--- src/rtl/mips_pkg.sv ---
// Shared definitions for the multicycle MIPS control path: state codes,
// opcode constants, ALU operation encodings and the control word layout.
package mips_pkg;

    typedef enum logic [3:0] {
        S_IF       = 4'd0,
        S_ID       = 4'd1,
        S_MEM_ADDR = 4'd2,
        S_MEM_RD   = 4'd3,
        S_MEM_WB   = 4'd4,
        S_MEM_WR   = 4'd5,
        S_R_EX     = 4'd6,
        S_R_WB     = 4'd7,
        S_BEQ      = 4'd8,
        S_JMP      = 4'd9,
        S_ADDI_EX  = 4'd10,
        S_ADDI_WB  = 4'd11,
        S_TRAP     = 4'd12
    } state_t;

    // instr[31:26] values recognised by the decoder
    localparam logic [5:0] OP_R    = 6'b000000;
    localparam logic [5:0] OP_LW   = 6'b100011;
    localparam logic [5:0] OP_SW   = 6'b101011;
    localparam logic [5:0] OP_BEQ  = 6'b000100;
    localparam logic [5:0] OP_J    = 6'b000010;
    localparam logic [5:0] OP_ADDI = 6'b001000;

    // ALUop encodings, also consumed by ALU_Ctrl
    localparam logic [1:0] ALUOP_ADD   = 2'b00;
    localparam logic [1:0] ALUOP_SUB   = 2'b01;
    localparam logic [1:0] ALUOP_FUNCT = 2'b10;

    // ALU B-operand mux selects
    localparam logic [1:0] SRCB_REG    = 2'b00;
    localparam logic [1:0] SRCB_FOUR   = 2'b01;
    localparam logic [1:0] SRCB_IMM    = 2'b10;
    localparam logic [1:0] SRCB_IMM_SH = 2'b11;

    // PC source mux selects
    localparam logic [1:0] PCSRC_ALU    = 2'b00;
    localparam logic [1:0] PCSRC_ALUOUT = 2'b01;
    localparam logic [1:0] PCSRC_JUMP   = 2'b10;

    typedef struct packed {
        logic       pc_write;
        logic       pc_write_cond;
        logic       iord;
        logic       mem_read;
        logic       mem_write;
        logic       mem_to_reg;
        logic       ir_write;
        logic       reg_dst;
        logic       reg_write;
        logic       alu_src_a;
        logic [1:0] alu_src_b;
        logic [1:0] alu_op;
        logic [1:0] pc_source;
        logic       illegal;
    } ctrl_t;

    // True for every opcode that has its own execution path
    function automatic logic is_known_op(input logic [5:0] op);
        return (op == OP_R) || (op == OP_LW) || (op == OP_SW) ||
               (op == OP_BEQ) || (op == OP_J) || (op == OP_ADDI);
    endfunction

endpackage

--- src/rtl/multicycle_ctrl_if.sv ---
// Bundle between the control FSM (master) and the datapath (slave).
interface multicycle_ctrl_if;
    logic [5:0] opcode;
    logic       mem_ready;
    logic       zero;
    logic       PCWrite;
    logic       PCWriteCond;
    logic       pc_en;
    logic       IorD;
    logic       MemRead;
    logic       MemWrite;
    logic       MemtoReg;
    logic       IRWrite;
    logic       RegDst;
    logic       RegWrite;
    logic       ALUSrcA;
    logic [1:0] ALUSrcB;
    logic [1:0] ALUop;
    logic [1:0] PCSource;
    logic [3:0] state;
    logic       illegal;

    modport master (
        input  opcode, mem_ready, zero,
        output PCWrite, PCWriteCond, pc_en, IorD, MemRead, MemWrite,
               MemtoReg, IRWrite, RegDst, RegWrite, ALUSrcA,
               ALUSrcB, ALUop, PCSource, state, illegal
    );

    modport slave (
        output opcode, mem_ready, zero,
        input  PCWrite, PCWriteCond, pc_en, IorD, MemRead, MemWrite,
               MemtoReg, IRWrite, RegDst, RegWrite, ALUSrcA,
               ALUSrcB, ALUop, PCSource, state, illegal
    );
endinterface

--- src/rtl/ctrl_decode.sv ---
// Combinational decode of the current state into the control word.
// Only IF looks at mem_ready: the IR and PC are written in the cycle the
// fetch completes.
module ctrl_decode
    import mips_pkg::*;
(
    input  state_t state,
    input  logic   mem_ready,
    output ctrl_t  ctrl
);

    // Per-state control values; everything not named stays 0
    always_comb begin
        ctrl = '0;
        unique case (state)
            S_IF: begin
                ctrl.mem_read  = 1'b1;
                ctrl.alu_src_b = SRCB_FOUR;
                ctrl.alu_op    = ALUOP_ADD;
                ctrl.pc_source = PCSRC_ALU;
                ctrl.ir_write  = mem_ready;
                ctrl.pc_write  = mem_ready;
            end
            S_ID: begin
                ctrl.alu_src_b = SRCB_IMM_SH;
                ctrl.alu_op    = ALUOP_ADD;
            end
            S_MEM_ADDR, S_ADDI_EX: begin
                ctrl.alu_src_a = 1'b1;
                ctrl.alu_src_b = SRCB_IMM;
                ctrl.alu_op    = ALUOP_ADD;
            end
            S_MEM_RD: begin
                ctrl.mem_read = 1'b1;
                ctrl.iord     = 1'b1;
            end
            S_MEM_WB: begin
                ctrl.reg_write  = 1'b1;
                ctrl.mem_to_reg = 1'b1;
            end
            S_MEM_WR: begin
                ctrl.mem_write = 1'b1;
                ctrl.iord      = 1'b1;
            end
            S_R_EX: begin
                ctrl.alu_src_a = 1'b1;
                ctrl.alu_src_b = SRCB_REG;
                ctrl.alu_op    = ALUOP_FUNCT;
            end
            S_R_WB: begin
                ctrl.reg_dst   = 1'b1;
                ctrl.reg_write = 1'b1;
            end
            S_BEQ: begin
                ctrl.alu_src_a     = 1'b1;
                ctrl.alu_src_b     = SRCB_REG;
                ctrl.alu_op        = ALUOP_SUB;
                ctrl.pc_write_cond = 1'b1;
                ctrl.pc_source     = PCSRC_ALUOUT;
            end
            S_JMP: begin
                ctrl.pc_write  = 1'b1;
                ctrl.pc_source = PCSRC_JUMP;
            end
            S_ADDI_WB: begin
                ctrl.reg_write = 1'b1;
            end
            S_TRAP: begin
                ctrl.illegal = 1'b1;
            end
            default: ctrl = '0;
        endcase
    end

endmodule

--- src/rtl/multicycle_ctrl.sv ---
// Multicycle MIPS control FSM: state register, lw/sw flag and next-state
// logic; output decode lives in ctrl_decode.
module multicycle_ctrl
    import mips_pkg::*;
#(
    parameter bit ILLEGAL_TRAP = 1'b1
) (
    input  logic               clk,
    input  logic               rst,
    multicycle_ctrl_if.master  bus
);

    state_t state_q, state_d;
    logic   is_lw_q, is_lw_d;
    ctrl_t  ctrl;

    // Next state; the opcode is only looked at in ID, where the lw/sw
    // choice is latched so MEM_ADDR does not depend on the IR later on
    always_comb begin
        state_d = state_q;
        is_lw_d = is_lw_q;
        unique case (state_q)
            S_IF:       state_d = bus.mem_ready ? S_ID : S_IF;
            S_ID: begin
                is_lw_d = (bus.opcode == OP_LW);
                if (bus.opcode == OP_R)
                    state_d = S_R_EX;
                else if (bus.opcode == OP_LW || bus.opcode == OP_SW)
                    state_d = S_MEM_ADDR;
                else if (bus.opcode == OP_BEQ)
                    state_d = S_BEQ;
                else if (bus.opcode == OP_J)
                    state_d = S_JMP;
                else if (bus.opcode == OP_ADDI)
                    state_d = S_ADDI_EX;
                else
                    state_d = ILLEGAL_TRAP ? S_TRAP : S_IF;
            end
            S_MEM_ADDR: state_d = is_lw_q ? S_MEM_RD : S_MEM_WR;
            S_MEM_RD:   state_d = bus.mem_ready ? S_MEM_WB : S_MEM_RD;
            S_MEM_WB:   state_d = S_IF;
            S_MEM_WR:   state_d = bus.mem_ready ? S_IF : S_MEM_WR;
            S_R_EX:     state_d = S_R_WB;
            S_R_WB:     state_d = S_IF;
            S_BEQ:      state_d = S_IF;
            S_JMP:      state_d = S_IF;
            S_ADDI_EX:  state_d = S_ADDI_WB;
            S_ADDI_WB:  state_d = S_IF;
            S_TRAP:     state_d = S_TRAP;
            default:    state_d = S_IF;
        endcase
    end

    // State register; reset wins over every transition including TRAP
    always_ff @(posedge clk) begin
        if (rst) begin
            state_q <= S_IF;
            is_lw_q <= 1'b0;
        end else begin
            state_q <= state_d;
            is_lw_q <= is_lw_d;
        end
    end

    ctrl_decode u_decode (
        .state     (state_q),
        .mem_ready (bus.mem_ready),
        .ctrl      (ctrl)
    );

    assign bus.PCWrite     = ctrl.pc_write;
    assign bus.PCWriteCond = ctrl.pc_write_cond;
    assign bus.pc_en       = ctrl.pc_write | (ctrl.pc_write_cond & bus.zero);
    assign bus.IorD        = ctrl.iord;
    assign bus.MemRead     = ctrl.mem_read;
    assign bus.MemWrite    = ctrl.mem_write;
    assign bus.MemtoReg    = ctrl.mem_to_reg;
    assign bus.IRWrite     = ctrl.ir_write;
    assign bus.RegDst      = ctrl.reg_dst;
    assign bus.RegWrite    = ctrl.reg_write;
    assign bus.ALUSrcA     = ctrl.alu_src_a;
    assign bus.ALUSrcB     = ctrl.alu_src_b;
    assign bus.ALUop       = ctrl.alu_op;
    assign bus.PCSource    = ctrl.pc_source;
    assign bus.state       = state_q;
    assign bus.illegal     = ctrl.illegal;

endmodule

--- src/flat_wrapper.sv ---
// flat-port wrapper written by rule: the top's interface ports become plain ports
module multicycle_ctrl_flat import mips_pkg::*;
#(
    parameter bit ILLEGAL_TRAP = 1'b1
)
  (clk, rst, bus_opcode, bus_mem_ready, bus_zero, bus_PCWrite, bus_PCWriteCond, bus_pc_en, bus_IorD, bus_MemRead, bus_MemWrite, bus_MemtoReg, bus_IRWrite, bus_RegDst, bus_RegWrite, bus_ALUSrcA, bus_ALUSrcB, bus_ALUop, bus_PCSource, bus_state, bus_illegal);
  multicycle_ctrl_if bus_i ();
  input  logic clk;
  input  logic rst;
  input wire logic [$bits(bus_i.opcode)-1:0] bus_opcode;
  input wire logic [$bits(bus_i.mem_ready)-1:0] bus_mem_ready;
  input wire logic [$bits(bus_i.zero)-1:0] bus_zero;
  output wire logic [$bits(bus_i.PCWrite)-1:0] bus_PCWrite;
  output wire logic [$bits(bus_i.PCWriteCond)-1:0] bus_PCWriteCond;
  output wire logic [$bits(bus_i.pc_en)-1:0] bus_pc_en;
  output wire logic [$bits(bus_i.IorD)-1:0] bus_IorD;
  output wire logic [$bits(bus_i.MemRead)-1:0] bus_MemRead;
  output wire logic [$bits(bus_i.MemWrite)-1:0] bus_MemWrite;
  output wire logic [$bits(bus_i.MemtoReg)-1:0] bus_MemtoReg;
  output wire logic [$bits(bus_i.IRWrite)-1:0] bus_IRWrite;
  output wire logic [$bits(bus_i.RegDst)-1:0] bus_RegDst;
  output wire logic [$bits(bus_i.RegWrite)-1:0] bus_RegWrite;
  output wire logic [$bits(bus_i.ALUSrcA)-1:0] bus_ALUSrcA;
  output wire logic [$bits(bus_i.ALUSrcB)-1:0] bus_ALUSrcB;
  output wire logic [$bits(bus_i.ALUop)-1:0] bus_ALUop;
  output wire logic [$bits(bus_i.PCSource)-1:0] bus_PCSource;
  output wire logic [$bits(bus_i.state)-1:0] bus_state;
  output wire logic [$bits(bus_i.illegal)-1:0] bus_illegal;
  assign bus_i.opcode = bus_opcode;
  assign bus_i.mem_ready = bus_mem_ready;
  assign bus_i.zero = bus_zero;
  assign bus_PCWrite = bus_i.PCWrite;
  assign bus_PCWriteCond = bus_i.PCWriteCond;
  assign bus_pc_en = bus_i.pc_en;
  assign bus_IorD = bus_i.IorD;
  assign bus_MemRead = bus_i.MemRead;
  assign bus_MemWrite = bus_i.MemWrite;
  assign bus_MemtoReg = bus_i.MemtoReg;
  assign bus_IRWrite = bus_i.IRWrite;
  assign bus_RegDst = bus_i.RegDst;
  assign bus_RegWrite = bus_i.RegWrite;
  assign bus_ALUSrcA = bus_i.ALUSrcA;
  assign bus_ALUSrcB = bus_i.ALUSrcB;
  assign bus_ALUop = bus_i.ALUop;
  assign bus_PCSource = bus_i.PCSource;
  assign bus_state = bus_i.state;
  assign bus_illegal = bus_i.illegal;
  multicycle_ctrl #(.ILLEGAL_TRAP(ILLEGAL_TRAP)) u_core (.clk(clk), .rst(rst), .bus(bus_i));
endmodule
--- config.mk ---
export PLATFORM = sky130hd
export DESIGN_NAME = multicycle_ctrl_flat
export DESIGN_NICKNAME = d
export VERILOG_FILES = /design/src/rtl/mips_pkg.sv /design/src/rtl/multicycle_ctrl_if.sv /design/src/rtl/ctrl_decode.sv /design/src/rtl/multicycle_ctrl.sv /design/src/flat_wrapper.sv
export SDC_FILE = /design/constraint.sdc
export NUM_CORES = 1
export LEC_CHECK = 0
export BUFFER_PORTS_ARGS = -buffer_cell sky130_fd_sc_hd__clkbuf_2
export CAP_MARGIN = 20
export CORE_UTILIZATION = 44
export CTS_CLUSTER_SIZE = 8
export DETAILED_ROUTE_END_ITERATION = 10
export PLACE_DENSITY = 0.8
export RECOVER_POWER = 100
export SKIP_LAST_GASP = 1
export SLEW_MARGIN = 20
export SYNTH_ARGS = -nofsm -noshare
export SYNTH_HDL_FRONTEND = slang
export SYNTH_SLANG_ARGS = --single-unit
--- constraint.sdc ---
create_clock -name clk -period 2.4 [get_ports clk]
set_clock_uncertainty 0.15 [all_clocks]
set_input_delay 0.24 -clock clk [delete_from_list [all_inputs] [get_ports clk]]
set_output_delay 0.24 -clock clk [all_outputs]
set_load 0.005 [all_outputs]
==> run metrics, run 1 <==
area leader, netlist dfxtp_1; die height 39.6 µm; Syn Area/Cell 6.53 µm²; # H-tree levels 1; Reg power frac 27.1%; Hold-fix buffers, CTS 0; Power Internal 215 µW; CP delay by family, top simple AND/OR/NAND/NOR gates; hold crit path type primary input to flop; post-synth top area share 16.1%; ys async rst share 0%; Final Hold Viols 0; Switching Fraction 35.7%; DIE AREA 0.00156 mm²; post-route cell area 796 µm²; DPL Wire Length 1.21 mm; ant diodes 0; clock-pin slew on the worst setup and hold paths 0.04 ns; number of global-route vias before repair 588; Num CTS Buffers 3; gr usage total 22.6%; Synth cell types 38; Ports 32; vias per cell 5.50; cells along the critical path buf_4 > nand2b_1 > a21oi_1 > or2_2 > clkbuf_1; PostCTS Resize Cnt 0; final WL 1.58 mm; area of the multi-input gates 464 µm²; Seq/Total Area, Yosys 16.1%; endpoint type of the worst setup path output port; synth-to-layout area growth 28.2%; nets 136; Compound-Gate Fraction of Synth Area 29.6%; total of max-cap violations 0; Skew-Pair Late Insertion Delay 0.24 ns; CP bufs+invs 2; Synth area leaders dfxtp_1 16%, nor2_1 9.1%, nor3_1 6.5%; startpoint types flop; global-route wire length before repair 2.42 mm; post-synth net total 105; Mapped Cells 95; Crit Path Max Fanout 22; Worst path max stage delay 0.32 ns; root buffer cell clkbuf_4; RSZ-0062 raised after global routing false; Comb power frac 43.3%; placed cells 136; area occupied by registers 100 µm²; Post-synth EDFFs 0; GP Congestion 0.848; Max VDD drop 0.220 mV; endpoint arrival time on the critical path 1.48 ns; critical path data required time 2.01 ns; CTS Buffer Depth 2; final setup violating endpoints 0; Cell Rows 13; Via Count 770; Top FF cell, synth dfxtp_1; Setup Buffers After CTS 0; Post-route DRC 0; Core Region 0.00130 mm²; critical path type flop to output port; Synth Area in Adders 0%; initial antenna violation count 0; most instantiated library cell after synthesis nor2_1; fin util 61.2%; share of layout cells above drive strength 1 30.4%; Simple-Gate Fraction of Synth Area 42.9%; I/O Buffers 31; P_sw 119 µW; Synth top cells by count 15 x nor2_1, 8 x nor3_1, 7 x a21oi_1; Avg WL per Cell 11.3 µm; initial core utilization 47.7%; fin crit period 1.87 ns; Slew Limit Fails 0; period utilization 77.8%; pwr/cell area 420 mW/mm²; CTS tree built; Yosys reg bits 5; total gr overflow 0; synth warn 0; status finished, final reports clean; CTS Sinks 5; LEAKAGE 0.000328 µW; DRT iter0 DRCs 8; antenna-violating nets left 0; FILL cells 134; die width 39.6 µm; pin count of the biggest net entering global routing 24; worst-margin pin slew 0.354 ns; Non-Filler Instances 140; Slew headroom 76.4%; Mapped Area 621 µm²; Fmax achieved 0.535 GHz; CP max stage cell dfxtp_1; Synth Area in XOR/XNOR 2.82%; Clock power frac 29.6%; Initial DRT Pass Iterations 4; DP Area 779 µm²; largest family of logic cells by synthesized area simple AND/OR/NAND/NOR gates; Setup TNS 0 ns; mux contribution to synthesized area 0%
-- layout make-up --
cell class                 count  share of cell area [%]
tap                           15                    2.36
inverter                       2                   0.943
sequential                     5                    12.6
timing repair buffer          35                    22.5
clock buffer                   4                    3.30
multi-input combinational     79                    58.3
-- through the flow --
stage / power (µW) / hold slack [ns] / worst slack, ns
after CTS: 340 / 0.0362 / 0.496
final: 334 / 0.0350 / 0.532
after floorplan: 188 / 0.162 / 0.567
after global placement: 237 / 0.279 / 0.571
after detailed placement: 240 / 0.295 / 0.529
after global routing: 359 / 0.0471 / 0.408
-- flip-flops by register name, summed over array words and instances (netlist names) --
signal and flops:
u_core.is_lw_q 1, u_core.bus.state 4
-- cell families after synthesis --
group | after synthesis
buffers and inverters | 11
DFF | 5
and+or+nand+nor | 49
xor gates and xnor gates | 2
AOI/OAI and AO/OA | 28
-- routing by layer --
layer | vias to the layer above | track usage (%) | wire [µm]
li1 | 412 | - | -
met1 | 340 | 29.7 | 718
met2 | 18 | 38.1 | 815
met3 | 0 | 3.41 | 47
met4 | 0 | 5.17 | 0
met5 | - | 0 | 0
-- path summary, 6_finish.rpt --
check                      startpoint                   to  slack (ns)  cells past startpoint
hold / removal                    rst       u_core.is_lw_q        0.04                      2
setup / recovery  u_core.bus.state[2]         bus_RegWrite        0.53                      5
setup reg to reg  u_core.bus.state[1]  u_core.bus.state[0]        0.57                      4
hold reg to reg        u_core.is_lw_q       u_core.is_lw_q        0.40                      2
-- power by group through the flow --
stage	sequential (µW)	clock, µW	combinational, µW
floorplan	94.2	0	93.9
global placement	91.8	0	146
detailed placement	92.2	0	148
CTS	90.7	101	148
global route	90.9	105	163
finish	90.4	98.8	145
-- cell usage in the layout (no fill, tap or decap), drive strengths merged --
master | Yosys | layout
o21a | 2 | 2
dfxtp | 5 | 5
nor4bb | 1 | 1
or3 | 1 | 1
inv | 2 | 2
a32oi | 1 | 1
or2 | 1 | 1
a31oi | 3 | 3
o221ai | 1 | 1
nand3 | 1 | 1
or4 | 1 | 1
o21bai | 1 | 1
buf | 5 | 5
or3b | 1 | 1
clkbuf | 4 | 34
a21oi | 7 | 7
nor3 | 8 | 8
o221a | 1 | 1
a211oi | 3 | 3
nand3b | 1 | 1
nor3b | 1 | 1
xor2 | 1 | 1
a21bo | 1 | 1
o21ai | 5 | 5
o22ai | 1 | 1
nor4 | 2 | 2
and3 | 2 | 2
xnor2 | 1 | 1
o211ai | 1 | 1
nand2 | 5 | 5
o31ai | 1 | 1
or4b | 2 | 2
nor2 | 16 | 16
nand2b | 6 | 6
Note: power is estimated with default switching activity, not from simulation.
==> run 2: changes to the inputs <==
--- a/config.mk
+++ b/config.mk
@@ -7,10 +7,10 @@
 export LEC_CHECK = 0
 export BUFFER_PORTS_ARGS = -buffer_cell sky130_fd_sc_hd__clkbuf_2
 export CAP_MARGIN = 20
-export CORE_UTILIZATION = 44
+export CORE_UTILIZATION = 39
 export CTS_CLUSTER_SIZE = 8
 export DETAILED_ROUTE_END_ITERATION = 10
-export PLACE_DENSITY = 0.8
+export PLACE_DENSITY = 0.75
 export RECOVER_POWER = 100
 export SKIP_LAST_GASP = 1
 export SLEW_MARGIN = 20
==> constraint.sdc (replaced) <==
create_clock -name clk -period 1.52 [get_ports clk]
set_clock_uncertainty 0.15 [all_clocks]
set_input_delay 0.152 -clock clk [delete_from_list [all_inputs] [get_ports clk]]
set_output_delay 0.152 -clock clk [all_outputs]
set_load 0.005 [all_outputs]
==> run metrics, run 2 (synthesis gave the netlist of run 1 again) <==
status finished with violations (was finished, final reports clean); failing checks setup timing; Core Region 0.00149 mm² (was 0.00130 mm²); antenna-violating nets left 0 (unchanged); Ports 32 (unchanged); gr usage total 25.4% (was 22.6%); Post-route DRC 0 (unchanged); DP Area 841 µm² (was 779 µm²); cell count of the worst reg-to-reg path 4 (unchanged); total of max-cap violations 0 (unchanged); Max VDD drop 0.432 mV (was 0.220 mV); startpoint types flop (unchanged); Cell Rows 14 (was 13); reg2reg setup slack -0.16 ns (was 0.57 ns); nets 155 (was 136); CP max stage cell or4b_4 (was dfxtp_1); number of global-route vias before repair 783 (was 588); clock-pin slew on the worst setup and hold paths 0.05 ns (was 0.04 ns); area of the multi-input gates 572 µm² (was 464 µm²); area occupied by registers 106 µm² (was 100 µm²); CP delay by family, top simple AND/OR/NAND/NOR gates (unchanged); global-route wire length before repair 3.44 mm (was 2.42 mm); die height 41.9 µm (was 39.6 µm); DPL Wire Length 1.35 mm (was 1.21 mm); endpoint type of the worst setup path flop (was output port); pwr/cell area 601 mW/mm² (was 420 mW/mm²); synth-to-layout area growth 80.8% (was 28.2%); CTS Sinks 5 (unchanged); final WL 2.28 mm (was 1.58 mm); Crit Path Max Fanout 2 (was 22); Reg2Reg Launch Point u_core.bus.state[1] (unchanged); Hold Path End u_core.is_lw_q (unchanged); Slew Limit Fails 0 (unchanged); LEAKAGE 0.000495 µW (was 0.000328 µW); hold crit path type primary input to flop (unchanged); root buffer cell clkbuf_4 (unchanged); WHS 0.102 ns (was 0.0350 ns); HP Start bus_opcode[0] (was rst); CTS tree built (unchanged); Num CTS Buffers 3 (unchanged); total gr overflow 0 (unchanged); slack of the critical path -0.162 ns (was 0.532 ns); total power 675 µW (was 334 µW); I/O Buffers 31 (unchanged); DRT iter0 DRCs 13 (was 8); initial antenna violation count 0 (unchanged); Hold Crit Depth 3 (was 2); critical path data required time 1.56 ns (was 2.01 ns); Initial DRT Pass Iterations 4 (unchanged); met3 Use GR 3.48% (was 3.41%); max FFs per register 4 (unchanged); global-route met2 utilization 44.1% (was 38.1%); Slew headroom 77.9% (was 76.4%); met1 Track Usage GR 29.0% (was 29.7%); most common cell after layout, fill and taps aside clkbuf_2 (unchanged); GP Congestion 0.820 (was 0.848); FF-to-FF End u_core.bus.state[0] (unchanged); ant diodes 0 (unchanged); period utilization 111%; pin count of the biggest net entering global routing 24 (unchanged); initial core utilization 41.7% (was 47.7%); critical path type flop to flop (was flop to output port); # H-tree levels 1 (unchanged); FILL cells 115 (was 134); Worst path max stage delay 0.54 ns (was 0.32 ns); most frequent cells in the layout 27 x clkbuf_2, 13 x nor2_1, 12 x buf_4, 6 x a21oi_1, 6 x buf_6 (was 26 x clkbuf_2, 15 x nor2_1, 8 x nor3_1, 7 x a21oi_1, 6 x nand2b_1); CTS Buffer Depth 2 (unchanged); die width 41.9 µm (was 39.6 µm); Skew-Pair Late Insertion Delay 0.24 ns (about the same); CP bufs+invs 0 (was 2); Via Count 948 (was 770); Avg WL per Cell 14.2 µm (was 11.3 µm); share of layout cells above drive strength 1 56.9% (was 30.4%); worst-margin pin slew 0.328 ns (was 0.354 ns); endpoint arrival time on the critical path 1.72 ns (was 1.48 ns); fin crit period 1.68 ns; cells along the critical path or4b_4 > or4_1 > o221a_2 > nor2_2 (was buf_4 > nand2b_1 > a21oi_1 > or2_2 > clkbuf_1); post-route cell area 0.00112 mm² (was 796 µm²); DIE AREA 0.00175 mm² (was 0.00156 mm²); final setup violating endpoints 16 (was 0); vias per cell 5.93 (was 5.50); Final Hold Viols 0 (unchanged); RSZ-0062 raised after global routing true (was false); GRT busiest layer met2 (unchanged); Fmax achieved 0.595 GHz
[run 2: cell count changes in the layout (fill, tap and decap cells not counted), sizes merged]
cell / previous run / this run
buf: 5 / 25
bufbuf: 0 / 1
dlygate4sd3: 0 / 1
clkbuf: 34 / 31
[run 2: per-stage QoR]
stage	instances	TNS (ns)	utilization [%]	setup slack [ns]
detailed placement	145	-0.408	56.5	-0.218
finish	160	-1.15	75.4	-0.162
CTS	158	-1.54	69.1	-0.151
global placement	145	-0.309	56.5	-0.205
global route	160	-2.32	75.4	-0.209
floorplan	95	-0.320	-	-0.313
[run 2: final cells by class]
cell class / instances / area share [%]
multi-input combinational: 79 / 50.9
inverter: 2 / 0.669
tap: 16 / 1.78
clock buffer: 4 / 2.34
timing repair buffer: 54 / 34.8
sequential: 5 / 9.48
[run 2: per-layer routing]
| layer | vias to the layer above | share of wire (%) |
|---|---|---|
| li1 | 451 | - |
| met1 | 438 | 38 |
| met2 | 49 | 54 |
| met3 | 10 | 5.0 |
| met4 | 0 | 3.0 |
| met5 | - | 0 |
[run 2: report_power, final]
group	switching (µW)	internal (µW)
clock network	58.3	99.5
logic	175	194
registers	8.37	139
[run 2: worst max path at each step]
stage,start,endpoint,slack (ns),cells past startpoint
final,u_core.bus.state[1],u_core.bus.state[0],-0.16,4
after global routing,u_core.bus.state[1],u_core.bus.state[2],-0.21,5
after CTS,u_core.bus.state[1],u_core.bus.state[0],-0.15,4
after detailed placement,bus_opcode[3],u_core.bus.state[0],-0.22,5
after global placement,bus_opcode[3],u_core.bus.state[0],-0.21,5
after floorplan,u_core.bus.state[3],u_core.bus.state[0],-0.31,5
[run 2: worst reg2reg max path, cell delays in order (launching register included)]
cell     delay [ns]
dfxtp_2        0.32
or4b_4         0.54
or4_1          0.40
o221a_2        0.14
nor2_2         0.07
[run 2: repair_timing]
item,CTS,global route
resized for setup,17,26
pin swaps,3,9
gates cloned,1,1
endpoints found under the setup margin,17,22
buffers inserted,7,1
hold buffers,1,0
endpoints found under the hold margin,1,0
==> run 3: changes to the inputs <==
==> constraint.sdc (replaced) <==
create_clock -name clk -period 1.49 [get_ports clk]
set_clock_uncertainty 0.15 [all_clocks]
set_input_delay 0.149 -clock clk [delete_from_list [all_inputs] [get_ports clk]]
set_output_delay 0.149 -clock clk [all_outputs]
set_load 0.005 [all_outputs]
==> run metrics, run 3 (synthesis gave the netlist of run 1 again) <==
status finished with violations (unchanged); failing checks setup timing (unchanged); Post-route DRC 0 (unchanged); total of max-cap violations 0 (unchanged); placed cells 146 (was 145); CP bufs+invs 0 (unchanged); total gr overflow 0 (unchanged); FILL cells 98 (was 115); pwr/cell area 608 mW/mm² (was 601 mW/mm²); most frequent cells in the layout 28 x clkbuf_2, 14 x buf_4, 12 x nor2_1, 5 x a21oi_1, 5 x buf_6 (was 27 x clkbuf_2, 13 x nor2_1, 12 x buf_4, 6 x a21oi_1, 6 x buf_6); period utilization 115% (was 111%); Non-Filler Instances 162 (was 160); cells along the critical path or4b_4 > or4_4 > o221a_4 > nor2_2 (was or4b_4 > or4_1 > o221a_2 > nor2_2); total power 721 µW (was 675 µW); number of global-route vias before repair 755 (was 783); reg2reg setup slack -0.22 ns (was -0.16 ns); Slew Limit Fails 0 (unchanged); Skew-Pair Late Insertion Delay 0.25 ns (was 0.24 ns); Slew headroom 74.7% (was 77.9%); root buffer cell clkbuf_4 (unchanged); DIE AREA 0.00175 mm² (unchanged); endpoint type of the worst setup path flop (unchanged); Num CTS Buffers 3 (unchanged); CTS Sinks 5 (unchanged); antenna-violating nets left 0 (unchanged); vias per cell 5.94 (was 5.93); critical path data required time 1.53 ns (was 1.56 ns); post-route cell area 0.00118 mm² (was 0.00112 mm²); RSZ-0062 raised after global routing true (unchanged); DRT iter0 DRCs 35 (was 13); share of layout cells above drive strength 1 61.0% (was 56.9%); CP delay by family, top simple AND/OR/NAND/NOR gates (unchanged); die width 41.9 µm (unchanged); # H-tree levels 1 (unchanged); die height 41.9 µm (unchanged); max FFs per register 4 (unchanged); final WL 2.39 mm (was 2.28 mm); pin count of the biggest net entering global routing 24 (unchanged); DPL Wire Length 1.29 mm (was 1.35 mm); Final Hold Viols 0 (unchanged); Via Count 962 (was 948); final setup violating endpoints 17 (was 16); Initial DRT Pass Iterations 4 (unchanged); gr usage total 23.6% (was 25.4%); Crit Path Max Fanout 2 (unchanged); Fmax achieved 0.586 GHz (was 0.595 GHz); CTS tree built (unchanged); slack of the critical path -0.216 ns (was -0.162 ns); I/O Buffers 31 (unchanged); global-route wire length before repair 3.32 mm (was 3.44 mm); Core Region 0.00149 mm² (unchanged); nets 157 (was 155); Avg WL per Cell 14.7 µm (was 14.2 µm); ant diodes 0 (unchanged); startpoint types flop (unchanged); clock-pin slew on the worst setup and hold paths 0.05 ns (about the same); synth-to-layout area growth 90.9% (was 80.8%); GP Congestion 0.847 (was 0.820); DP Area 848 µm² (was 841 µm²); most common cell after layout, fill and taps aside clkbuf_2 (unchanged); Cell Rows 14 (unchanged); Ports 32 (unchanged); initial core utilization 41.7% (unchanged); CTS Buffer Depth 2 (unchanged); LEAKAGE 0.000515 µW (was 0.000495 µW); fin crit period 1.71 ns (was 1.68 ns); hold crit path type primary input to flop (unchanged); initial antenna violation count 0 (unchanged); endpoint arrival time on the critical path 1.75 ns (was 1.72 ns); critical path type flop to flop (unchanged); Max VDD drop 0.447 mV (was 0.432 mV); CP max stage cell or4b_4 (unchanged); worst-margin pin slew 0.376 ns (was 0.328 ns); Worst path max stage delay 0.49 ns (was 0.54 ns)
run 3: changes by cell type in the layout (fill, tap and decap cells not counted), moves of 2 or more:
cell,before,now
buf_2,5,3
buf_4,12,14
nor2_2,1,3
nor3_2,4,2
nor3_4,2,4
run 3: final timing paths:
kind | start | end | cells after the start
worst max register to register | u_core.bus.state[0] | u_core.bus.state[0] | 4
worst min register to register | u_core.is_lw_q | u_core.is_lw_q | 2
worst max-delay path | u_core.bus.state[0] | u_core.bus.state[0] | 4
worst min-delay path | bus_opcode[0] | u_core.is_lw_q | 3
run 3: per-layer routing:
| metal | GRT usage, % | up-vias | share of wire [%] |
|---|---|---|---|
| li1 | - | 457 | - |
| met1 | 33.1 | 452 | 41 |
| met2 | 39.4 | 47 | 52 |
| met3 | 2.61 | 6 | 5.6 |
| met5 | 0 | - | 0 |
| met4 | 3.87 | 0 | 1.4 |
run 3: layout make-up:
type,count,area (µm²),share of cell area (%)
clock buffers,4,26.3,2.22
inverters,2,7.51,0.634
multi-input cells,79,603,50.9
flip-flops and latches,5,104,8.76
well taps,16,20.0,1.69
repair buffers,56,424,35.8
run 3: power breakdown:
group	leakage [µW]	switching, µW	internal, µW
clock network	0.0000150	62.2	102
registers	0.0000421	7.87	143
logic	0.000458	191	215
total	0.000515	261	460
run 3: worst min-delay path, stage by stage:
cell	delay, ns
clkbuf_2	0.14
a32oi_1	0.10
nor2_1	0.07
run 3: stage by stage:
stage,utilization (%),TNS (ns),setup slack (ns),hold slack (ns)
floorplan,-,-0.398,-0.343,0.0714
global placement,57.0,-0.382,-0.232,0.188
detailed placement,57.0,-0.511,-0.271,0.191
CTS,70.9,-1.40,-0.185,0.102
global route,79.6,-2.82,-0.259,0.135
finish,79.6,-1.81,-0.216,0.109
run 3: timing repair:
action | 4_1_cts | 5_1_grt
gates cloned | 1 | 0
hold endpoints to repair | 1 | 0
setup endpoints to repair | 17 | 23
pin swaps | 3 | 4
hold buffers | 1 | 0
resized for setup | 16 | 32
setup buffers | 8 | 2
